`src/rtl/fp_pkg.sv`:
```
// Shared floating-point definitions for normalize_round: FSM states, default
// widths, the all-ones exponent and the packed single-precision result layout.
package fp_pkg;

  localparam int EXP_W_DEF = 8;
  localparam int MAN_W_DEF = 23;
  localparam int EXP_MAX   = 255;

  typedef enum logic [1:0] {
    ST_IDLE  = 2'd0,
    ST_NORM  = 2'd1,
    ST_ROUND = 2'd2,
    ST_OUT   = 2'd3
  } nr_state_e;

  typedef struct packed {
    logic                 sign;
    logic [EXP_W_DEF-1:0] exponent;
    logic [MAN_W_DEF-1:0] fraction;
  } fp32_t;

endpackage

```
`src/rtl/lzc24.sv`:
```
// Leading-zero count of a 24-bit vector (24 when the vector is all zero).
// Compiled only when FAST_NORM_EN is defined; the iterative build has no use for it.
`ifdef FAST_NORM_EN
module lzc24 (
  input  logic [23:0] data_i,
  output logic [4:0]  count_o
);

  // Scan upward so the highest set bit is the last one to write the count.
  always_comb begin
    count_o = 5'd24;
    for (int i = 0; i < 24; i++) begin
      if (data_i[i]) count_o = 5'(23 - i);
    end
  end

endmodule
`endif

```
`src/rtl/normalize_round.sv`:
```
// Post-add normalizer and round-to-nearest-even stage producing a packed float.
// Define FAST_NORM_EN to collapse the one-bit-per-cycle left shift into a single cycle.
//
// state    | meaning
// ---------+---------------------------------------------------------------
// ST_IDLE  | waiting for an operand (in_ready high once out of reset)
// ST_NORM  | zero detect, carry shift-right, or left-shift / underflow flush
// ST_ROUND | RNE increment, carry re-normalize, overflow to infinity
// ST_OUT   | result and flags held until out_ready
module normalize_round
  import fp_pkg::*;
#(
  parameter int EXP_W = EXP_W_DEF,
  parameter int MAN_W = MAN_W_DEF
) (
  input  logic                 clk,
  input  logic                 rst_n,
  input  logic                 in_valid,
  output logic                 in_ready,
  input  logic                 in_sign,
  input  logic [EXP_W-1:0]     in_exponent,
  input  logic [MAN_W+1:0]     in_mantissa,
  input  logic                 in_guard,
  input  logic                 in_round,
  input  logic                 in_sticky,
  output logic                 out_valid,
  input  logic                 out_ready,
  output logic [EXP_W+MAN_W:0] out_result,
  output logic                 out_overflow,
  output logic                 out_underflow,
  output logic                 out_inexact
);

  localparam int MW = MAN_W + 2;
  localparam int XW = EXP_W + 1;

  nr_state_e            state_q, state_d;
  logic                 init_q;
  logic                 sign_q, sign_d;
  logic [XW-1:0]        exp_q, exp_d;
  logic [MW-1:0]        mant_q, mant_d;
  logic                 g_q, g_d, r_q, r_d, s_q, s_d;
  logic [EXP_W+MAN_W:0] res_q, res_d;
  logic                 ovf_q, ovf_d, unf_q, unf_d, inx_q, inx_d;

  logic                 is_zero;
  logic                 inc;
  logic [MW-1:0]        rnd_sum;
  logic [XW-1:0]        rnd_exp;
  logic [MAN_W-1:0]     rnd_frac;

`ifdef FAST_NORM_EN
  logic [4:0]           lz24;
  logic [4:0]           need;
  logic                 vec_nz;
  logic [MAN_W+2:0]     vec, vec_sh;

  lzc24 u_lzc (
    .data_i  (mant_q[MAN_W:0]),
    .count_o (lz24)
  );

  // Shift distance over {mantissa, G, R}, since G and R migrate into the mantissa.
  always_comb begin
    vec    = {mant_q[MAN_W:0], g_q, r_q};
    vec_nz = |vec;
    if (|mant_q[MAN_W:0]) need = lz24;
    else if (g_q)         need = 5'd24;
    else                  need = 5'd25;
    vec_sh = vec << need;
  end
`endif

  always_ff @(posedge clk or negedge rst_n) begin
    if (!rst_n) begin
      state_q <= ST_IDLE;
      init_q  <= 1'b0;
      sign_q  <= 1'b0;
      exp_q   <= '0;
      mant_q  <= '0;
      g_q     <= 1'b0;
      r_q     <= 1'b0;
      s_q     <= 1'b0;
      res_q   <= '0;
      ovf_q   <= 1'b0;
      unf_q   <= 1'b0;
      inx_q   <= 1'b0;
    end else begin
      state_q <= state_d;
      init_q  <= 1'b1;
      sign_q  <= sign_d;
      exp_q   <= exp_d;
      mant_q  <= mant_d;
      g_q     <= g_d;
      r_q     <= r_d;
      s_q     <= s_d;
      res_q   <= res_d;
      ovf_q   <= ovf_d;
      unf_q   <= unf_d;
      inx_q   <= inx_d;
    end
  end

  always_comb begin
    state_d = state_q;
    sign_d  = sign_q;
    exp_d   = exp_q;
    mant_d  = mant_q;
    g_d     = g_q;
    r_d     = r_q;
    s_d     = s_q;
    res_d   = res_q;
    ovf_d   = ovf_q;
    unf_d   = unf_q;
    inx_d   = inx_q;

    is_zero  = (mant_q == '0) && !(g_q | r_q | s_q);
    inc      = g_q && (r_q || s_q || mant_q[0]);
    rnd_sum  = {1'b0, mant_q[MAN_W:0]} + MW'(inc);
    rnd_exp  = rnd_sum[MAN_W+1] ? exp_q + XW'(1) : exp_q;
    rnd_frac = rnd_sum[MAN_W+1] ? rnd_sum[MAN_W:1] : rnd_sum[MAN_W-1:0];

    case (state_q)
      ST_IDLE: begin
        if (in_valid && in_ready) begin
          sign_d  = in_sign;
          exp_d   = {1'b0, in_exponent};
          mant_d  = in_mantissa;
          g_d     = in_guard;
          r_d     = in_round;
          s_d     = in_sticky;
          state_d = ST_NORM;
        end
      end
      ST_NORM: begin
        if (is_zero) begin
          res_d   = {sign_q, {(EXP_W+MAN_W){1'b0}}};
          ovf_d   = 1'b0;
          unf_d   = 1'b0;
          inx_d   = 1'b0;
          state_d = ST_OUT;
        end else if (mant_q[MAN_W+1]) begin
          mant_d  = {1'b0, mant_q[MAN_W+1:1]};
          s_d     = s_q | r_q;
          r_d     = g_q;
          g_d     = mant_q[0];
          exp_d   = exp_q + XW'(1);
          state_d = ST_ROUND;
        end else if (mant_q[MAN_W]) begin
          state_d = ST_ROUND;
`ifdef FAST_NORM_EN
        end else if (vec_nz && (exp_q > XW'(need))) begin
          mant_d  = {1'b0, vec_sh[MAN_W+2:2]};
          g_d     = vec_sh[1];
          r_d     = vec_sh[0];
          exp_d   = exp_q - XW'(need);
          state_d = ST_ROUND;
        end else begin
`else
        end else if (exp_q <= XW'(1)) begin
`endif
          res_d   = {sign_q, {(EXP_W+MAN_W){1'b0}}};
          ovf_d   = 1'b0;
          unf_d   = 1'b1;
          inx_d   = |{mant_q, g_q, r_q, s_q};
          state_d = ST_OUT;
`ifndef FAST_NORM_EN
        end else begin
          mant_d  = {mant_q[MAN_W:0], g_q};
          g_d     = r_q;
          r_d     = 1'b0;
          exp_d   = exp_q - XW'(1);
`endif
        end
      end
      ST_ROUND: begin
        inx_d = g_q | r_q | s_q;
        unf_d = 1'b0;
        if (rnd_exp >= XW'(EXP_MAX)) begin
          res_d = {sign_q, EXP_W'(EXP_MAX), {MAN_W{1'b0}}};
          ovf_d = 1'b1;
        end else begin
          res_d = {sign_q, rnd_exp[EXP_W-1:0], rnd_frac};
          ovf_d = 1'b0;
        end
        state_d = ST_OUT;
      end
      ST_OUT: begin
        if (out_ready) state_d = ST_IDLE;
      end
      default: state_d = ST_IDLE;
    endcase
  end

  always_comb begin
    in_ready  = init_q && (state_q == ST_IDLE);
    out_valid = (state_q == ST_OUT);
  end

  assign out_result    = res_q;
  assign out_overflow  = ovf_q;
  assign out_underflow = unf_q;
  assign out_inexact   = inx_q;

endmodule

```
`config.mk`:
```
export PLATFORM = sky130hd
export DESIGN_NAME = normalize_round
export DESIGN_NICKNAME = d
export VERILOG_FILES = /design/src/rtl/fp_pkg.sv /design/src/rtl/lzc24.sv /design/src/rtl/normalize_round.sv
export SDC_FILE = /design/constraint.sdc
export NUM_CORES = 1
export LEC_CHECK = 0
export CAP_MARGIN = 20
export CORE_ASPECT_RATIO = 0.9
export CORE_MARGIN = 2
export CORE_UTILIZATION = 45
export CTS_CLUSTER_DIAMETER = 120
export DETAILED_ROUTE_END_ITERATION = 16
export HOLD_SLACK_MARGIN = 0.1
export PLACE_DENSITY = 0.68
export SETUP_SLACK_MARGIN = 0.2
export SLEW_MARGIN = 20
export SYNTH_ARGS = -nofsm -noshare
export SYNTH_HDL_FRONTEND = slang
export SYNTH_HIERARCHICAL = 1
export SYNTH_SLANG_ARGS = --single-unit
```
`constraint.sdc`:
```
create_clock -name clk -period 3.1 [get_ports clk]
set_clock_uncertainty 0.1 [all_clocks]
set_input_delay 0.62 -clock clk [delete_from_list [all_inputs] [get_ports clk]]
set_output_delay 0.62 -clock clk [all_outputs]
set_load 0.03 [all_outputs]
```
==> results <==
- The run finished with clean final reports.
- At the pin with the least slew margin, the transition time is 0.633 ns.
- Setup repair after global routing could not meet its margin everywhere.
- After global routing the overflow that remains totals 0.
- The worst-case vdd ir drop is 0.660 mV.
- The top-level port count is 78.
- The critical path buffer and inverter count is 0.
- The power share of the clock group is 14.3%.
- The number of design-rule violations left by the first detailed-router iteration is 599.
- The die is 117 um wide.
- The min-delay analysis places its worst path in the category flop to flop.
- The number of hold violations in the final report is 0.
- The post-route cell area is 6250 um2.
- The sort of element at the start of the critical path is a flop.
- The level count of the clock H-tree is 3.
- Counting I/O delays and the setup requirement, the final critical path takes 2.73 ns.
- The pin count of the biggest net entering global routing is 76.
- The count of input and output buffers is 77.
- The core region is 10900 um2.
- The half-perimeter wire length of the detailed placement result is 10300 um.
- In this run switching power makes up 48.6% of total power.
- The congestion estimate from routability-driven global placement came to 0.907.
- The post-detailed-route DRC marker count is 0.
- The starting density of the core is 46.8%.
- The worst setup margin is 0.366 ns.
- The antenna diode count is 0.
- The die area is 12300 um2.
- The clock root buffer is sky130_fd_sc_hd__clkbuf_16.
- Including well taps, the total number of placed cells is 810.
- For the worst-skew pair, the clock arrives at the later sink with an insertion delay of 0.34 ns.
- The placed instances occupy a cell area of 5950 um2.
- The average footprint of a synthesized cell is 8.36 um2.
- The met1 demand-to-capacity share in global routing is 36.7%.
- The cell leakage power is 2.45 nW.
- The initial antenna violation count is 0.
- The sum of routed wire length over all layers is 14400 um.
- In this run the power density over the cells is 1080 nW/um2.
- Headroom to the max-slew limit came out at 57.4%.
- CTS saw 76 sinks.
- For this run, global-route usage on met2 was measured as 34.6%.
- The layer with the highest usage after global routing is met1.
- The most common cell after layout, fill and taps aside is sky130_fd_sc_hd__nand2_1.
- The tool flagged a number of max-cap violations equal to 0.
- The startpoint-to-endpoint class of the critical path is flop to flop.
- Among all stages on the critical path, the largest delay is contributed by sky130_fd_sc_hd__or4_4.
- The unique cell type count in the Yosys netlist is 69.
- The critical path goes through and2_1 > ha_1 > nand4_4 > or4_4 > or4_1 > xor2_1 > nand3_1 > a22o_1.
- The aggregate negative setup slack is 0 ns.
- Relative to the synthesized area, the layout overhead comes to 21.8%.
- No sink is reached through more buffers than the 2 on the longest clock path.
- TritonCTS created 9 clock buffers.
- The synthesized instance count is 613.
- The largest fanout on the critical path is 7.
- The via count of the first global-routing pass is 4553.
- At the placement stage, the worst setup path has a slack of 0.227 ns.
- The final net count is 719.
- The register bit count reported by yosys is 76.
- In the global route stage, met3 resource usage came out at 5.46%.
- In the final layout, flip-flops and latches occupy 1900 um2.
- Broken down by cell family, the worst path's largest delay share belongs to simple AND/OR/NAND/NOR gates.
- The warning count from the yosys run is 6.
- For the worst setup path, the data required time is 3.23 ns.
- The number of cells in the finished layout apart from fillers is 827.
- The total via count in the routed design is 4926.
- In the final layout, the multi-input gates occupy 2850 um2.
- After clock tree synthesis, the clock-pin slew on the worst setup and hold paths is 0.06 ns.
- The share of the Yosys chip area taken by registers is 37.1%.
- The fill cell instance count of the final layout is 1008.
- The first-pass GRT wire length is 23500 um.
- In the layout the commonest cells are 103 x sky130_fd_sc_hd__nand2_1, 78 x sky130_fd_sc_hd__o21ai_0, 76 x sky130_fd_sc_hd__clkdlybuf4s50_1.
- Dividing the detail-routed via count by the number of cells gives 5.96.
- In the synthesized netlist the async set-or-reset flop fraction comes to 100%.
- Before antenna repair, the detailed router went through 5 iterations.
- The delay of the slowest cell on the worst path is 0.61 ns.
- Of the available clock period, the critical path in the final layout requires 88.2%.
- The overall track demand over capacity in global routing is 24.3%.
- Dividing the detail-routed wire length by the instance count gives 17.4 um.
- The net switching power is 3.28 mW.
- The number of buffers inserted by post-CTS setup repair is 0.
- In this run the remaining antenna-violating nets after routing total 0.
- The initialized floorplan defines 36 standard-cell rows.
- Derived from the worst setup path, the maximum achievable clock frequency is 366 MHz.
- The worst setup path is captured at a flop.
- The post-synth design cell area is 5130 um2.
- The relative contribution of combinational cells to total power is 54.4%.
- TritonCTS built the clock tree.
- STA puts the critical path data arrival time at 2.86 ns.
- The number of flops mapped to enable cells by yosys is 0.
- The final-report setup violation count is 0.
- The number of nets handed over by synthesis was 662.
- The power share of the sequential group is 31.3%.
- The floorplan step set the die height to 105 um.
- The post-route netlist has 10.1% of its cells at a drive strength greater than 1.
- The cell-internal power is 3.47 mW.
- The number of max-slew violations in the final report was 0.
- Among all flip-flop cells after synthesis, the most frequent one is sky130_fd_sc_hd__dfrtp_1.
## area by class of cell
type / instances / share of cell area, %
clock inverters: 7 / 0.701
multi-input cells: 466 / 45.6
flip-flops and latches: 76 / 30.5
clock buffers: 9 / 3.61
well taps: 152 / 3.04
repair buffers: 104 / 15.8
inverters: 13 / 0.781
## flip-flops by register name (all words and copies together), names as in the netlist
signal	cells
r_q	1
g_q	1
out_inexact	1
mant_q	25
state_q	2
sign_q	1
out_overflow	1
out_result	32
exp_q	9
s_q	1
init_q	1
out_underflow	1
## power by group through the flow
stage / Sequential [mW] / Clock (mW) / Combinational (mW)
3_3_place_gp: 2.07 / 0 / 3.56
6_report: 2.11 / 0.968 / 3.67
4_1_cts: 2.09 / 0.978 / 3.65
2_1_floorplan: 2.07 / 0 / 2.60
3_5_place_dp: 2.10 / 0 / 3.63
5_1_grt: 2.18 / 1.03 / 4.05
## metrics by stage
step	hold WS, ns	util (%)	power (mW)
after floorplan	0.224	-	4.67
after global placement	0.313	54.4	5.64
after detailed placement	0.313	54.4	5.74
after CTS	0.389	56.9	6.71
after global routing	0.405	57.1	7.26
final	0.381	57.1	6.75
## synth_stat cells (3+ instances only)
library cell	number	area [um2]
sky130_fd_sc_hd__o32ai_1	3	26.3
sky130_fd_sc_hd__mux2_2	5	56.3
sky130_fd_sc_hd__o31ai_1	4	30.0
sky130_fd_sc_hd__o21a_1	3	22.5
sky130_fd_sc_hd__a21oi_1	23	115
sky130_fd_sc_hd__nor2b_1	3	18.8
sky130_fd_sc_hd__nand2_1	103	387
sky130_fd_sc_hd__a22oi_1	3	22.5
sky130_fd_sc_hd__xnor2_1	13	114
sky130_fd_sc_hd__inv_1	12	45.0
sky130_fd_sc_hd__nand3_1	22	110
sky130_fd_sc_hd__a22o_1	12	105
sky130_fd_sc_hd__a221oi_1	3	26.3
sky130_fd_sc_hd__nand4_1	8	50.1
sky130_fd_sc_hd__and3_1	6	37.5
sky130_fd_sc_hd__ha_1	8	100
sky130_fd_sc_hd__buf_6	14	158
sky130_fd_sc_hd__a311oi_1	3	26.3
sky130_fd_sc_hd__nor4_1	11	68.8
sky130_fd_sc_hd__o21bai_1	6	45.0
sky130_fd_sc_hd__o311ai_0	5	43.8
sky130_fd_sc_hd__buf_2	8	40.0
sky130_fd_sc_hd__o21ai_0	78	390
sky130_fd_sc_hd__a31oi_1	5	31.3
sky130_fd_sc_hd__clkbuf_1	29	109
sky130_fd_sc_hd__o211ai_1	24	180
sky130_fd_sc_hd__xor2_1	10	87.6
sky130_fd_sc_hd__mux2i_1	4	40.0
sky130_fd_sc_hd__a32o_1	7	70.1
sky130_fd_sc_hd__nor3_1	15	75.1
sky130_fd_sc_hd__dfrtp_1	76	1900
sky130_fd_sc_hd__and2_1	5	31.3
sky130_fd_sc_hd__nor2_1	33	124
## worst reg2reg max path: cells and delay by family, from the launching register on
family | cells | cell delay (ns)
flops | 1 | 0.44
fa+ha+maj | 1 | 0.27
simple gates | 5 | 1.49
compound gates | 1 | 0.18
xor+xnor | 1 | 0.14
## kinds of logic (layout without fill, tap and decap cells)
group                      count (synthesis)  after routing  share of synthesized area [%]
muxes                                      9              9                           1.88
xor gates and xnor gates                  23             23                           3.93
and+or+nand+nor                          227            227                           21.7
buffers and inverters                     71            133                           7.81
adders and majority gates                  8              8                           1.95
DFF                                       76             76                           37.1
other                                      1              1                         0.0732
AOI/OAI and AO/OA                        198            198                           25.6
## final timing paths
check                                  to      startpoint  cells after the start  slack [ns]
max                        out_result[28]       mant_q[0]                      8        0.37
min                        out_result[17]  out_result[17]                      2        0.38
max reg2reg                out_result[28]       mant_q[0]                      8        0.37
min reg2reg                out_result[17]  out_result[17]                      2        0.38
max in group asynchronous      mant_q[24]           rst_n                      3        1.79
min in group asynchronous      mant_q[13]           rst_n                      2        0.50
## repair_timing
| item | CTS | global route |
|---|---|---|
| hold buffers | 1 | 0 |
| resized for setup | 0 | 3 |
| endpoints found under the setup margin | 0 | 21 |
| hold endpoints to repair | 1 | 0 |
## routing by layer
layer / up-vias / part of all wire, %
met3: 29 / 7.9
met4: 0 / 1.7
met5: - / 0
met1: 2336 / 48
li1: 2340 / -
met2: 221 / 43
No activity file was read; power rests on OpenSTA's default activity.
==> patch: new RTL, same flow settings <==
Encoding of `nr_state_e`: now Gray code (2 bits for 4 states).
--- a/src/rtl/fp_pkg.sv
+++ b/src/rtl/fp_pkg.sv
@@ -7,10 +7,10 @@
   localparam int EXP_MAX   = 255;
 
   typedef enum logic [1:0] {
-    ST_IDLE  = 2'd0,
-    ST_NORM  = 2'd1,
-    ST_ROUND = 2'd2,
-    ST_OUT   = 2'd3
+    ST_IDLE  = 2'b00,
+    ST_NORM  = 2'b01,
+    ST_ROUND = 2'b11,
+    ST_OUT   = 2'b10
   } nr_state_e;
 
   typedef struct packed {
Behaviour: same outputs for any inputs over 4 cycles, from zero or initial values and one cycle with rst_n low; so few cycles prove little.
==> patch against the original RTL <==
- routed wire length fell by 8.8%
- area after synthesis is 9.1% lower
- power fell by 7.9%
- combinational power shrank 19%
- worst setup slack improved by 0.034 ns
- final cell count decreased by 14%
- critical endpoint is now out_overflow
- sequential cell count unchanged
- final area decreased by 7.2%
- largest cell class unchanged
==> patch: results (changes against the original RTL) <==
Outcome: completed
Share of layout cells above drive strength 1: 0.08463 (-0.01611)
Starting DRC count in detailed routing: 299 (-50%)
CP max FO: 9 (+2)
Commonest cells post-synth: 76 x dfrtp_1, 57 x nand2_1, 47 x o21ai_0
Final WL: 13090 um (-8.8%)
Fin crit period: 2.701 ns (-0.03363 ns)
Sequential area share after synthesis: 0.4083 (+0.03727)
Fin cells: 708 (-14%)
Pre-CTS WS: 0.3454 ns (+0.1183 ns)
Layout Nets: 621 (-14%)
Via density: 6.225 (+4.5%)
First-pass GRT wire length: 21350 um (-9.2%)
Final RePlAce weighted congestion: 0.9081 (+0.11%)
Fillers: 900 (-11%)
RR Endpoint: out_overflow
Hold WS: 0.3151 ns (-0.06623 ns)
Mapped Avg Cell Area: 8.856 sq um (+5.9%)
Reg2Reg Setup Slack: 0.40 ns (+0.03 ns)
Pin count of the biggest net entering global routing: 77 (+1.3%)
Syn nets: 571 (-14%)
Area after DPL: 5472 sq um (-8.1%)
WP data arrival: 2.82 ns (-0.04 ns)
LEAKAGE: 2.411 nW (-1.6%)
Inst Count DP: 692 (-15%)
Dpl hpwl: 9237 um (-11%)
patch: cell types whose count changed after synthesis, moves of 9 or more:
| cell | change |
|---|---|
| a221oi_1 | +19 |
| and3_1 | +26 |
| buf_6 | -13 |
| clkbuf_1 | +13 |
| nand2_1 | -46 |
| nor2_1 | -9 |
| o211ai_1 | -20 |
| o21ai_0 | -31 |
| o2bb2ai_1 | +14 |
patch: layer usage:
metal / GRT usage / up-vias / wire [um]
met4: 0.06363 / 0 / 110
met1: 0.3626 / 2146 / 6348
met3: 0.04269 / 9 / 934
met2: 0.3494 / 193 / 5697
met5: 0 / - / 0
li1: - / 2059 / -
patch: critical path: stages, from the launching register on:
cell	delay (ns)
dfrtp_1	0.46
and2_1	0.17
ha_1	0.19
nand3_1	0.18
nor4_4	0.30
buf_4	0.19
nand2_4	0.09
or3_1	0.37
o211a_1	0.33
a22o_1	0.21
patch: area by class of cell:
type | count | area (sq um) | share of cell area
clock buffers | 10 | 239.0 | 0.04121
multi-input cells | 389 | 2505 | 0.4319
well taps | 129 | 161.4 | 0.02783
inverters | 6 | 22.52 | 0.003883
clock inverters | 4 | 73.82 | 0.01273
repair buffers | 94 | 895.9 | 0.1545
flip-flops and latches | 76 | 1902 | 0.3279
patch: logic make-up after synthesis:
| family | after synthesis | share of synthesized area |
|---|---|---|
| adder cells (fa/ha/maj) | 4 | 0.01074 |
| AND/OR/NAND/NOR | 190 | 0.2146 |
| flip-flops | 76 | 0.4083 |
| other | 1 | 0.0008050 |
| AO/OA/AOI/OAI | 161 | 0.2450 |
| buffers and inverters | 61 | 0.05453 |
| XOR/XNOR | 24 | 0.04512 |
| multiplexers | 9 | 0.02095 |
patch: power by group:
group	internal, mW	switching [mW]
Sequential	1.45	0.658
Clock	0.719	0.394
Combinational	1.28	1.71
Total	3.45	2.76
